$ cat src/rtl/inv_mix_columns.sv
// AES InvMixColumns stage: one 128-bit state per clock through the fixed inverse matrix over GF(2^8).
// Optional INV_MIX_COLUMNS_OUT_REG_EN adds an input register ahead of the matrix (latency 2 instead of 1).
module inv_mix_columns (
    input  logic         clk,
    input  logic         rst,
    input  logic         in_valid,
    input  logic [0:127] original,
    output logic         out_valid,
    output logic [0:127] reverseMixed
);

    function automatic logic [7:0] xtime(input logic [7:0] x);
        return {x[6:0], 1'b0} ^ (x[7] ? 8'h1b : 8'h00);
    endfunction

    function automatic logic [7:0] mul09(input logic [7:0] x);
        logic [7:0] x8;
        x8 = xtime(xtime(xtime(x)));
        return x8 ^ x;
    endfunction

    function automatic logic [7:0] mul0b(input logic [7:0] x);
        logic [7:0] x2, x8;
        x2 = xtime(x);
        x8 = xtime(xtime(x2));
        return x8 ^ x2 ^ x;
    endfunction

    function automatic logic [7:0] mul0d(input logic [7:0] x);
        logic [7:0] x4, x8;
        x4 = xtime(xtime(x));
        x8 = xtime(x4);
        return x8 ^ x4 ^ x;
    endfunction

    function automatic logic [7:0] mul0e(input logic [7:0] x);
        logic [7:0] x2, x4, x8;
        x2 = xtime(x);
        x4 = xtime(x2);
        x8 = xtime(x4);
        return x8 ^ x4 ^ x2;
    endfunction

    // One column: bits [31:24] are a0 (the lowest-numbered byte), [7:0] are a3.
    function automatic logic [31:0] inv_col(input logic [31:0] col);
        logic [7:0] a0, a1, a2, a3;
        logic [7:0] b0, b1, b2, b3;
        {a0, a1, a2, a3} = col;
        b0 = mul0e(a0) ^ mul0b(a1) ^ mul0d(a2) ^ mul09(a3);
        b1 = mul09(a0) ^ mul0e(a1) ^ mul0b(a2) ^ mul0d(a3);
        b2 = mul0d(a0) ^ mul09(a1) ^ mul0e(a2) ^ mul0b(a3);
        b3 = mul0b(a0) ^ mul0d(a1) ^ mul09(a2) ^ mul0e(a3);
        return {b0, b1, b2, b3};
    endfunction

    function automatic logic [0:127] inv_state(input logic [0:127] s);
        logic [0:127] r;
        r = '0;
        for (int c = 0; c < 4; c++) begin
            r[32*c +: 32] = inv_col(s[32*c +: 32]);
        end
        return r;
    endfunction

`ifdef INV_MIX_COLUMNS_OUT_REG_EN
    logic [0:127] state_p0;
    logic         vld_p0;

    // Stage 0: register the raw input state.
    always_ff @(posedge clk) begin
        if (rst) begin
            state_p0 <= '0;
            vld_p0   <= 1'b0;
        end else begin
            state_p0 <= original;
            vld_p0   <= in_valid;
        end
    end

    // Stage 1: matrix on the registered state, then the output register.
    always_ff @(posedge clk) begin
        if (rst) begin
            reverseMixed <= '0;
            out_valid    <= 1'b0;
        end else begin
            reverseMixed <= inv_state(state_p0);
            out_valid    <= vld_p0;
        end
    end
`else
    // Stage 0: matrix directly on the input, single output register.
    always_ff @(posedge clk) begin
        if (rst) begin
            reverseMixed <= '0;
            out_valid    <= 1'b0;
        end else begin
            reverseMixed <= inv_state(original);
            out_valid    <= in_valid;
        end
    end
`endif

endmodule

$ cat config.mk
export PLATFORM = sky130hd
export DESIGN_NAME = inv_mix_columns
export DESIGN_NICKNAME = d
export VERILOG_FILES = /design/src/rtl/inv_mix_columns.sv
export SDC_FILE = /design/constraint.sdc
export NUM_CORES = 1
export LEC_CHECK = 0
export ABC_CLOCK_PERIOD_IN_PS = 5900
export BUFFER_PORTS_ARGS = -buffer_cell sky130_fd_sc_hd__buf_2
export CORE_MARGIN = 2
export CORE_UTILIZATION = 55
export CTS_BUF_LIST = sky130_fd_sc_hd__clkbuf_4
export DETAILED_ROUTE_END_ITERATION = 16
export MAX_ROUTING_LAYER = met4
export PLACE_DENSITY_LB_ADDON = 0.08
export SYNTH_ARGS = -nofsm -noshare
export SYNTH_HDL_FRONTEND = slang
export SYNTH_SLANG_ARGS = --single-unit
export TNS_END_PERCENT = 5
$ cat constraint.sdc
create_clock -name clk -period 5.9 [get_ports clk]
set_input_delay 0.885 -clock clk [delete_from_list [all_inputs] [get_ports clk]]
set_output_delay 0.885 -clock clk [all_outputs]
set_load 0.01 [all_outputs]
Word level (Yosys, flattened, before mapping)
Index checks and enable logic that the tools add are counted.
{"block": "word_totals", "register_bits": 129, "latch_bits": 0, "ramBits": 0, "rom_bits": 0, "output_inout_bits": 129, "mem_count": 0}
{"block": "op_classes", "n_addsub": 0, "n_mul": 0, "div": 0, "order_cmp": 0, "n_eq_ne": 0, "shifts": 0, "n_mux": 48, "bitwise": 192, "n_reduce_logical": 0}
{"operator": "8-bit bitwise XOR", "n": 152}
{"operator": "8-bit by 5-bit bitwise XOR with 8-bit output", "n": 40}
{"operator": "5-bit two-way mux", "n": 48}

Logic depth before layout (Yosys ltp)
Gate-level depths: netlist (run 1).
{"block": "depth", "depth_word": 11, "ltp_mapped": 6, "mapped_depth_nobuf": 5}

Worst setup path before layout (run 1)
No wires, ideal clock.
{"block": "synth_path", "path_type": "input-to-reg", "startpoint": "input original[120] (netlist name)", "endpoint": "register reverseMixed[108] (netlist name)", "setup_time_ns": 0.065, "arrival_ns": 2.651, "required_ns": 5.835, "slack_ns": 3.184, "path_stages": 6, "path_buffers": 1, "path_cell_list": "buf_6 -> xor3_2 -> xnor3_1 -> xnor3_1 -> xor3_1 -> nor2_1"}
{"block": "synth_via", "elab_chain_len": 7}
{"element": "from (decl)", "line": "7", "source": "input logic [0:127] original,"}
{"element": "5-bit two-way mux", "line": "13", "source": "return {x[6:0], 1'b0} ^ (x[7] ? 8'h1b : 8'h00);"}
{"element": "8-bit bitwise XOR", "line": "13"}
{"element": "8-bit by 5-bit bitwise XOR with 8-bit output (2 in series)", "line": "13"}
{"element": "8-bit bitwise XOR (2 in series)", "line": "33", "source": "return x8 ^ x4 ^ x;"}
{"element": "8-bit bitwise XOR", "line": "50", "source": "b1 = mul09(a0) ^ mul0e(a1) ^ mul0b(a2) ^ mul0d(a3);"}
{"element": "to (signal assigned)", "line": "97", "source": "reverseMixed <= inv_state(original);"}
{"element": "to (decl)", "line": "9", "source": "output logic [0:127] reverseMixed"}
No other way between the ends.
A chain may end at the register's enable or synchronous reset.

Worst setup path in the final report (run 1)
Same ends and word-level chain as after synthesis.

==> results summary, run 1 <==
After filler insertion, the fill cell instance count of the layout stands at 1822. In this run the static leakage power is 6.07 nW. The number of sinks handled by clock tree synthesis is 129.

The combinational share of power came out at 60.6%. The net load switching power came out at 0.00189 W. The core outline area came out at 21000 um^2. The count of maximum capacitance violations came out at 0. STA classifies the critical path endpoint as a register. Dividing the synthesized area by the synthesized cell count gives 10.7 um^2. The critical path is of the input pin to register type. Setup repair after global routing left no endpoint under its margin. The number of levels in the clock H-tree is 4. The tree is rooted in a clkbuf_4.

The library cells used most frequently in the layout, excluding fill and tap cells, are xnor2_1, buf_2, xor2_1, dfxtp_1, nor2_1. Tracing the worst setup path back leads to its startpoint at original[120]. The number of placement rows is 53.

The residual antenna-violating net count after detailed routing is 0. The wire length per cell after detailed routing came out at 17.2 um. Dividing total power by cell area gives a power density of 372 nW/um^2. The worst vdd rail ir drop is 0.000214 V. In this run the tool buffered the top-level ports with 259 buffer cells. The register area share after synthesis came out at 22.0%. Of all nets on the critical path, the largest fanout is 9. The DRC violation total after the first TritonRoute iteration came out at 408.

The most common cell after layout, fill and taps aside is xnor2_1. The top achievable clock speed came out at 0.410 GHz. The worst max-slew margin expressed relative to the limit is 48.7%. The cell that appears most often on the critical path is xnor3_1. The count of unresolved DRC violations after routing is 0.

The effective utilization at floorplan came out at 56.0%. In the final layout, the share of cells above drive strength 1 is 23.4%. In the final layout, flip-flops and latches occupy 2580 um^2. The final RePlAce weighted congestion came out at 0.910. The total setup buffers inserted after CTS is 0. The synthesized area came out at 11700 um^2. The number of optimization iterations in the first detailed-route pass came out at 6. Before CTS, the worst setup slack after placement is 2.91 ns. The first global-routing pass estimated 41.5 mm of wire.

The final number of max-transition violations came out at 0. Following the worst setup path forward leads to its endpoint at reverseMixed[108]$_SDFF_PP0_. The fraction of power consumed by sequential logic is 26.6%.

The pin count of the biggest net entering global routing is 67. TritonCTS built the clock tree. The post-route total power came out at 0.00495 W. Synthesis produced a netlist whose cell count is 1098. During synthesis, Yosys emitted a total of 0 warnings.

The final critical-path required period is 2.44 ns. The share of total power dissipated in the clock network is 12.8%. The summed negative setup slack over all endpoints came out at 0 ns. The layout overhead on the synthesized area is 13.5%. In this run the deepest clock path goes through 2 buffers.

The critical path goes through buf_2 > xor3_2 > xnor3_1 > xnor3_1 > xor3_1 > nor2_1. The number of vias in the routed layout is 7645. The number of antenna violations at the first check in global routing is 2. The quantity of gates resized following cts came out at 0. The run finished with clean final reports.

The die area is 22500 um^2. The required time reported for the critical path endpoint is 6.38 ns. The synthesized netlist net count came out at 1229. The switching share of power came out at 38.3%. The post-synthesis register bit count came out at 129. The combined area of the multi-input logic cells is 8780 um^2. The via count of the first global-routing pass is 7533. Measured on the finished design, the core utilization comes to 63.5%. The CTS buffer count is 17. The worst min-delay path class is input pin to register. The element type at the critical path start is an input pin. The aggregate global-route resource usage is 25.2%. The count of unique library cells instantiated by Yosys is 18. The average vias per placed instance is 4.82.

The critical path's largest stage delay came out at 0.55 ns. The wire length after detailed routing is 27.2 mm. 260 I/O pins were placed. The net total in the final layout came out at 1428. The worst-case hold slack is 0.542 ns. The final period utilization came out at 41.3%. The worst endpoint data arrival time came out at 2.92 ns.

After global routing the overflow that remains totals 0. The floorplan step set the die width to 150 um. For the pin with the worst max-slew slack, the measured transition is 0.764 ns. The final HPWL from detailed placement came out at 21.9 mm. The final setup violation count is 0. After clock tree synthesis, the clock-pin slew on the worst setup and hold paths is 0.12 ns.

The slowest stage of the critical path belongs to the cell xor3_2. The number of hold violations in the final report is 0. The worst-case setup margin in the final layout came out at 3.46 ns. Measured along the y axis, the die boundary spans 150 um. Cell internal power was estimated by the tool at 0.00305 W.

The hold buffer count at cts is 0.
-- worst max-delay path: cells and delay by family --
family | cells | cell delay (ns)
simple gates | 1 | 0.09
buf+inv | 1 | 0.26
xor+xnor | 4 | 1.67
-- cells in the mapped netlist --
master / number / share of area (%)
nand2_1: 4 / 0.13
xor2_2: 5 / 0.69
xnor3_1: 96 / 18
nor3b_1: 4 / 0.26
xor2_1: 135 / 10
dfxtp_1: 129 / 22
buf_6: 1 / 0.096
xor3_1: 15 / 3.0
buf_4: 4 / 0.26
clkbuf_1: 39 / 1.2
nor2_1: 124 / 4.0
nor2b_1: 7 / 0.37
xnor2_1: 487 / 36
buf_1: 1 / 0.032
mux2_1: 2 / 0.19
xnor2_2: 8 / 1.1
xor3_2: 1 / 0.21
buf_2: 36 / 1.5
-- through the flow --
stage,cell area [um^2],cells
after floorplan,11700,1098
after global placement,13000,1553
after detailed placement,13000,1553
after CTS,13300,1585
after global routing,13300,1587
final,13300,1587
-- metal layers --
metal,share of wire [%],global-route usage [%],vias to the layer above
met2,48,40.9,245
met3,6.2,4.51,18
met1,45,33.3,3613
met5,0,-,-
li1,-,-,3769
met4,0.78,5.24,0
-- kinds of logic (layout without fill, tap and decap cells) --
family / after synthesis / after routing / synth area share (%)
xor+xnor: 747 / 747 / 69.9
simple gates: 139 / 139 / 4.72
flops: 129 / 129 / 22.0
buf+inv: 81 / 293 / 3.17
mux: 2 / 2 / 0.192
other cells: 0 / 2 / 0
-- flip-flops by register name, indices dropped and copies added (netlist names) --
register	cells
out_valid	1
reverseMixed	128
-- area by class of cell --
cell class	count	share of cell area [%]
diodes	2	0.0376
well taps	275	2.58
repair buffers	261	9.87
flip-flops and latches	129	19.4
clock inverters	15	1.20
clock buffers	17	0.959
multi-input cells	888	65.9
-- power by group through the flow --
stage / logic, W / registers (W) / clock network (W)
global placement: 0.00300 / 0.00134 / 0
detailed placement: 0.00301 / 0.00133 / 0
finish: 0.00300 / 0.00131 / 0.000635
floorplan: 0.00212 / 0.00150 / 0
global route: 0.00325 / 0.00134 / 0.000696
CTS: 0.00303 / 0.00132 / 0.000664
-- worst min-delay path by stage --
stage | from | to | slack (ns) | cells past startpoint
after floorplan | in_valid | out_valid$_SDFF_PP0_ | 1.01 | 1
after global placement | in_valid | out_valid$_SDFF_PP0_ | 1.10 | 2
after detailed placement | in_valid | out_valid$_SDFF_PP0_ | 1.11 | 2
after CTS | in_valid | out_valid$_SDFF_PP0_ | 0.49 | 2
after global routing | in_valid | out_valid$_SDFF_PP0_ | 0.51 | 2
final | in_valid | out_valid$_SDFF_PP0_ | 0.54 | 2
(Power assumes the default switching activity.)
==> inputs of run 2 (changes only) <==
- ABC_AREA: default -> 1
- ABC_CLOCK_PERIOD_IN_PS: 5900 -> 2170
- CORE_UTILIZATION: 55 -> 54
- clock period: 5.9 -> 2.17 ns (I/O delays scaled with it)
==> run 2 against run 1 <==
Against the previous run: utilization is 2.2 points lower; cell count is 110% higher; worst hold slack worse by 0.36 ns; clock-buffer cell count unchanged; cell area increased by 37%; critical endpoint is now reverseMixed[76]; sequential power rose by 140%; area after synthesis is 39% higher; die area grew 41%; global-route usage rose by 8.9 points; wire length increased by 92%.
==> results summary, run 2 <==
The H-tree was split into 4 levels. The worst-case setup margin in the final layout came out at 0.593 ns. The count of non-filler cells in the finished layout is 3308.

The most numerous cell in the Yosys netlist is nand2_1. After synthesis, the cell types taking the most area are nand2_1, xor2_1, dfxtp_1, xnor2_1, inv_1. The actual transition at the worst max-transition pin came out at 0.512 ns.

The die covers 31700 um^2. The library cells used most frequently in the layout, excluding fill and tap cells, are nand2_1, xor2_1, inv_1, buf_2, nand3_1. The count of buffers from port buffering is 259. For hold timing, the worst endpoint is reverseMixed[110]$_SDFF_PP0_. The required time reported for the critical path endpoint came out at 1.84 ns. Yosys mapped a number of flops with a built-in enable equal to 0.

The worst vdd rail ir drop is 0.000470 V. The final period utilization came out at 72.7%. The core outline area is 29700 um^2. In this run the cell area of the synthesized design comes to 16400 um^2. During synthesis, Yosys emitted a total of 0 warnings.

reverseMixed holds more flip-flops than any other register. The effective utilization at floorplan came out at 55.0%. The smallest clock period supported by the final layout is computed as 1.58 ns. The number of placement rows is 63. The worst hold path belongs to the class input pin to register. Setup violations remaining at the end of the flow were counted as 0. The number of hold violations in the final report came out at 0. The count of unique library cells instantiated by Yosys is 33. The largest registers in the layout are reverseMixed x128, out_valid x1. The number of optimization iterations in the first detailed-route pass came out at 7. By count the netlist is led by nand2_1, xor2_1, inv_1, nand3_1, xnor2_1. The post-placement worst setup slack came out at 0.0907 ns. The kind of end point of the critical path is an output pin. Of all cell types, the one taking the most synthesized area is nand2_1. The count of unresolved DRC violations after routing came out at 0. The count of maximum capacitance violations came out at 0. The maximum buffer depth of the clock tree came out at 2.

The layout overhead on the synthesized area came out at 11.4%. Routability-driven placement finished with a final weighted congestion of 1.01. Among all stages on the critical path, the largest delay is contributed by dfxtp_1. The average instance area after synthesis came out at 6.15 um^2. In the final layout, flip-flops and latches occupy 2580 um^2. The overall die height came out at 178 um.

In this run the most critical hold path is launched from original[102]. The most common cell after layout, fill and taps aside is nand2_1. The die width is 178 um. Sequential elements use 15.8% of the synthesized area. The wire length after detailed routing is 52.2 mm. The share of synthesized flip-flops with an asynchronous set or reset is 0%. Counting instances, the worst hold path has a depth of 5. The DRC violation total after the first TritonRoute iteration came out at 1213. Using the TritonRoute via totals, the vias-per-cell ratio works out to 5.06. The sum of buffers and inverters on the critical path came out at 1. The aggregate global-route resource usage is 34.1%. STA classifies the critical path startpoint as a register. The worst max-slew margin expressed relative to the limit is 65.6%. The quantity of gates resized following cts came out at 0. The hold buffer count at cts came out at 1.

The number of vias in the routed layout is 16700. The final number of max-transition violations is 0. The combined area of the multi-input logic cells is 12000 um^2. Summed over all failing endpoints, the final setup total negative slack is 0 ns.

After clock tree synthesis, the clock-pin slew on the worst setup and hold paths is 0.15 ns. The count of nets left with antenna violations once routing finished came out at 0. The leftover overflow at the end of global routing is 0. Dividing total power by cell area gives a power density of 661 nW/um^2. Setup repair after global routing left no endpoint under its margin. The first-pass GRT wire length came out at 81.2 mm. The number of sinks handled by clock tree synthesis came out at 129.

For this run, the top clock speed supported by timing is 0.634 GHz. The wire length per cell after detailed routing is 15.8 um. The most common flop cell mapped by yosys is dfxtp_1. The via count of the first global-routing pass came out at 15500.

The CTS buffer count came out at 17. The leakage dissipation is 10.5 nW. The number of placed instances, taps included, is 3273.

The number of antenna violations at the first check in global routing was 2. The critical path's largest stage delay came out at 0.45 ns. The maximum fanout along the worst path came out at 1. Of the cells placed in the final design, the portion with a size suffix greater than 1 is 15.1%. Data on the critical path arrives at its endpoint at 1.25 ns. For this design the top-level I/O count stands at 260. The flow ran to the end, and the final reports show no timing, DRC or antenna violations. The critical path goes through buf_2. The register with the most flip-flops in the layout has 128 of them. The total setup buffers inserted after CTS came out at 0.

The tree is rooted in a clkbuf_4. The layout filler cell count is 2974. Detailed placement finished with a half-perimeter wire length of 43.4 mm. Among cell families on the critical path, the largest total delay comes from flip-flops. The synthesized netlist net count is 2793. The worst setup path is of the register to output pin kind. The net total in the final layout is 3034. The instance count of the mapped netlist is 2662. TritonCTS built the clock tree.

The post-synthesis register bit count came out at 129. The area share of the largest cell type after synthesis is 23.2%. The pin count of the biggest net entering global routing came out at 53.
-- run 2: metal layers --
| metal | share of wire, % | vias to the layer above | track usage [%] | routed length, um |
|---|---|---|---|---|
| li1 | - | 8469 | - | - |
| met1 | 44 | 7616 | 43.2 | 23100 |
| met2 | 47 | 560 | 56.6 | 24400 |
| met3 | 6.1 | 93 | 4.01 | 3160 |
| met4 | 2.9 | 0 | 11.2 | 1490 |
| met5 | 0 | - | - | 0 |
-- run 2: logic make-up after synthesis --
kind of cell / count (synthesis) / synth area share [%]
and+or+nand+nor: 1421 / 35.5
xor gates and xnor gates: 584 / 34.0
buffers and inverters: 398 / 10.7
AOI/OAI and AO/OA: 130 / 4.04
DFF: 129 / 15.8
-- run 2: worst max-delay path by stage --
| stage | end | depth (start not counted) | slack, ns | startpoint |
|---|---|---|---|---|
| after floorplan | reverseMixed[87]$_SDFF_PP0_ | 9 | 0.54 | original[66] |
| after global placement | reverseMixed[123]$_SDFF_PP0_ | 14 | 0.12 | original[105] |
| after detailed placement | reverseMixed[123]$_SDFF_PP0_ | 14 | 0.09 | original[105] |
| after CTS | reverseMixed[76] | 1 | 0.58 | reverseMixed[76]$_SDFF_PP0_ |
| after global routing | reverseMixed[17]$_SDFF_PP0_ | 11 | 0.57 | original[16] |
| final | reverseMixed[76] | 1 | 0.59 | reverseMixed[76]$_SDFF_PP0_ |
-- run 2: report_power, final --
group | switching, W | internal, W
logic | 0.00446 | 0.00261
registers | 0.000195 | 0.00294
clock network | 0.00115 | 0.000692
-- run 2: stage by stage --
step	util (%)	cell area, um^2	hold WS [ns]	total power [W]
detailed placement	60.3	17900	0.577	0.0102
global placement	60.3	17900	0.585	0.0100
floorplan	-	16400	0.432	0.00813
CTS	61.3	18200	0.139	0.0120
global route	61.3	18200	0.178	0.0130
finish	61.3	18200	0.179	0.0120
-- run 2: area by class of cell --
cell class	instances	share of cell area, %
clock inverters	15	0.865
diodes	2	0.0275
clock buffers	17	0.700
multi-input cells	2135	66.0
well taps	390	2.68
flip-flops and latches	129	14.2
inverters	320	6.62
repair buffers	300	8.95
==> inputs of run 3 (changes only) <==
- ABC_CLOCK_PERIOD_IN_PS: 2170 -> 1300
- clock period: 2.17 -> 1.3 ns (I/O delays scaled with it)
==> run 3 against run 2 <==
Against the previous run: the flow now finishes with violations (setup timing); power is 91% higher; non-clock buffer count up 470; sequential power up 76%; flip-flop and latch count stayed put; clock power up 60%; cell count up 14%; critical endpoint is now reverseMixed[70]; largest cell class unchanged.
==> results summary, run 3 (synthesis gave the netlist of run 2 again) <==
The flow ran to the end, but the final reports show violations. The final reports fail on setup timing. The ratio of cells with drive above 1 in the final layout came out at 31.2%.

The number of cells after detailed placement came out at 3743. The count of unresolved DRC violations after routing is 0. The fraction of met2 tracks used by global routing came out at 63.0%. The number of sinks handled by clock tree synthesis came out at 129. The wire length after detailed routing came out at 58.7 mm. The required time reported for the critical path endpoint came out at 1.11 ns. The DRC violation total after the first TritonRoute iteration came out at 1353. The power per cell area came out at 1010 nW/um^2.

The final setup violation count came out at 53. The library cell used most frequently in the layout, excluding fill and tap cells, is nand2_1. The number of optimization iterations in the first detailed-route pass is 6. The pin count of the biggest net entering global routing came out at 34.

The net load switching power came out at 0.0105 W. Row generation in the floorplan step produced 63 rows. The count of maximum capacitance violations came out at 0. The post-placement worst setup slack is -0.496 ns.

The die area is 31700 um^2. Global routing consumed, over all layers together, 38.0% of the routing resources. The leftover overflow at the end of global routing came out at 0.

The number of antenna violations at the first check in global routing came out at 2. For this configuration, the core starts out at a cell density of 55.0%. The floorplan step set the die height to 178 um. The highest-delay cell along the critical path is dfxtp_4. The clock-pin transition on the worst setup and hold timing paths is 0.16 ns.

The worst setup path is captured at an output pin. The core outline area came out at 29700 um^2. The placed standard-cell area came out at 21900 um^2. The residual antenna-violating net count after detailed routing came out at 0.

The critical path goes through buf_6. TritonCTS built the clock tree. The count of buffers from port buffering came out at 259. The library cells used most frequently in the layout, excluding fill and tap cells, are nand2_1, buf_4, xor2_1, inv_1, nand3_1. The combinational share of power came out at 63.1%.

The summed negative setup slack over all endpoints came out at -1.26 ns. The fraction of power consumed by the clock network came out at 12.9%. The internal power consumption is 0.0125 W.

The first-pass GRT wire length came out at 91.0 mm. The path class of the tightest hold or removal check is input pin to register. The via count of the first global-routing pass is 18300. Across the VDD grid, the largest voltage drop is 0.000943 V. The family of cells with the greatest summed delay on the critical path is flip-flops. The worst max-slew margin expressed relative to the limit is 68.9%. met2 is the most crowded layer. The largest registers in the layout are reverseMixed x128, out_valid x1. Derived from the worst setup path, the maximum achievable clock frequency is 0.721 GHz. Once layout is complete, the cells apart from fillers number 3778. The number of flip-flops under the largest register name came out at 128.

The final critical-path required period is 1.39 ns. After routing the design area is 22800 um^2. The maximum buffer depth of the clock tree came out at 2. The worst-case setup margin in the final layout is -0.0862 ns. The number of clock buffers added by TritonCTS is 17. The worst hold path terminates at reverseMixed[68]$_SDFF_PP0_. The worst setup path is launched from a register.

The final RePlAce weighted congestion came out at 1.01. The count of boundary I/O pins is 260. The worst hold path stage count is 7. The startpoint identified for the worst hold timing path is original[84]. The number of hold violations in the final report is 0. Of the total power, the share spent switching nets is 45.5%. After detailed routing, the number of vias per cell comes to 5.05. The setup path with the least slack is of type register to output pin. In this run the worst setup path begins at reverseMixed[70]$_SDFF_PP0_. The final number of max-transition violations is 0. Setup repair after global routing could not meet its margin everywhere. The final HPWL from detailed placement is 48.7 mm. The die width came out at 178 um. The maximum fanout along the worst path came out at 1.

The number of vias in the routed layout is 19100. From synthesis to final layout, the design area changed by 39.1%. The number of levels in the clock H-tree came out at 4. Of the available clock period, the critical path in the final layout requires 107%. The fraction of power consumed by sequential logic is 24.0%. The critical path's largest stage delay is 0.40 ns. The net total in the final layout came out at 3504. The sum of buffers and inverters on the critical path is 1. The actual transition at the worst max-transition pin came out at 0.463 ns. The register with the most flip-flops in the final layout is reverseMixed. The global-route met1 utilization came out at 46.3%.

Summed over all cells, the static leakage comes to 13.0 nW. The tree is rooted in a clkbuf_4. The wire length per cell after detailed routing came out at 15.5 um. The final core utilization is 76.6%. The worst endpoint data arrival time came out at 1.19 ns. The met3 routing resource usage after global routing came out at 5.20%. The total setup buffers inserted after CTS is 0.
-- run 3: cell count changes in the layout (fill, tap and decap cells not counted), moves of 8 or more --
cell     before  now
inv_4         0   11
buf_6         0   78
nand2_1    1013  978
buf_2       259  181
xor2_2       20   28
xor2_1      372  363
dfxtp_2       0   72
inv_1       300  285
dfxtp_1     129   50
nand2_2      37   67
buf_12        2   11
buf_4        38  499
-- run 3: layout make-up --
type,count,area (um^2)
Clock inverter,14,131
Sequential cell,129,2700
Multi-Input combinational cell,2135,12300
Tap cell,390,488
Inverter,320,1230
Fill cell,2372,6960
Clock buffer,18,135
Timing Repair Buffer,770,5760
Antenna cell,2,5.00
-- run 3: metal layers --
layer	vias to the layer above	routed length, um
met5	-	0
met4	0	2340
met3	163	3840
met2	726	27700
met1	8750	24800
li1	9434	-
-- run 3: worst max path at each step --
stage,to,slack (ns),depth (start not counted)
floorplan,reverseMixed[26]$_SDFF_PP0_,-0.10,10
global placement,reverseMixed[74]$_SDFF_PP0_,-0.45,11
detailed placement,reverseMixed[16]$_SDFF_PP0_,-0.50,7
CTS,reverseMixed[70],-0.10,1
global route,reverseMixed[70],-0.10,1
finish,reverseMixed[70],-0.09,1
-- run 3: per-stage QoR --
step,hold WS [ns],total power (W)
after floorplan,0.302,0.0137
after global placement,0.460,0.0186
after detailed placement,0.457,0.0189
after CTS,0.0319,0.0223
after global routing,0.0446,0.0246
final,0.0717,0.0230
-- run 3: what timing repair did --
action,4_1_cts,5_1_grt
hold buffers,1,0
endpoints found under the hold margin,1,0
endpoints found under the setup margin,129,131
resized for setup,80,87
-- run 3: power by group through the flow --
stage	Sequential, W	Clock, W	Combinational [W]
after global routing	0.00558	0.00308	0.0159
after detailed placement	0.00532	0	0.0136
after CTS	0.00537	0.00297	0.0140
final	0.00552	0.00295	0.0145
after floorplan	0.00574	0	0.00799
after global placement	0.00531	0	0.0133
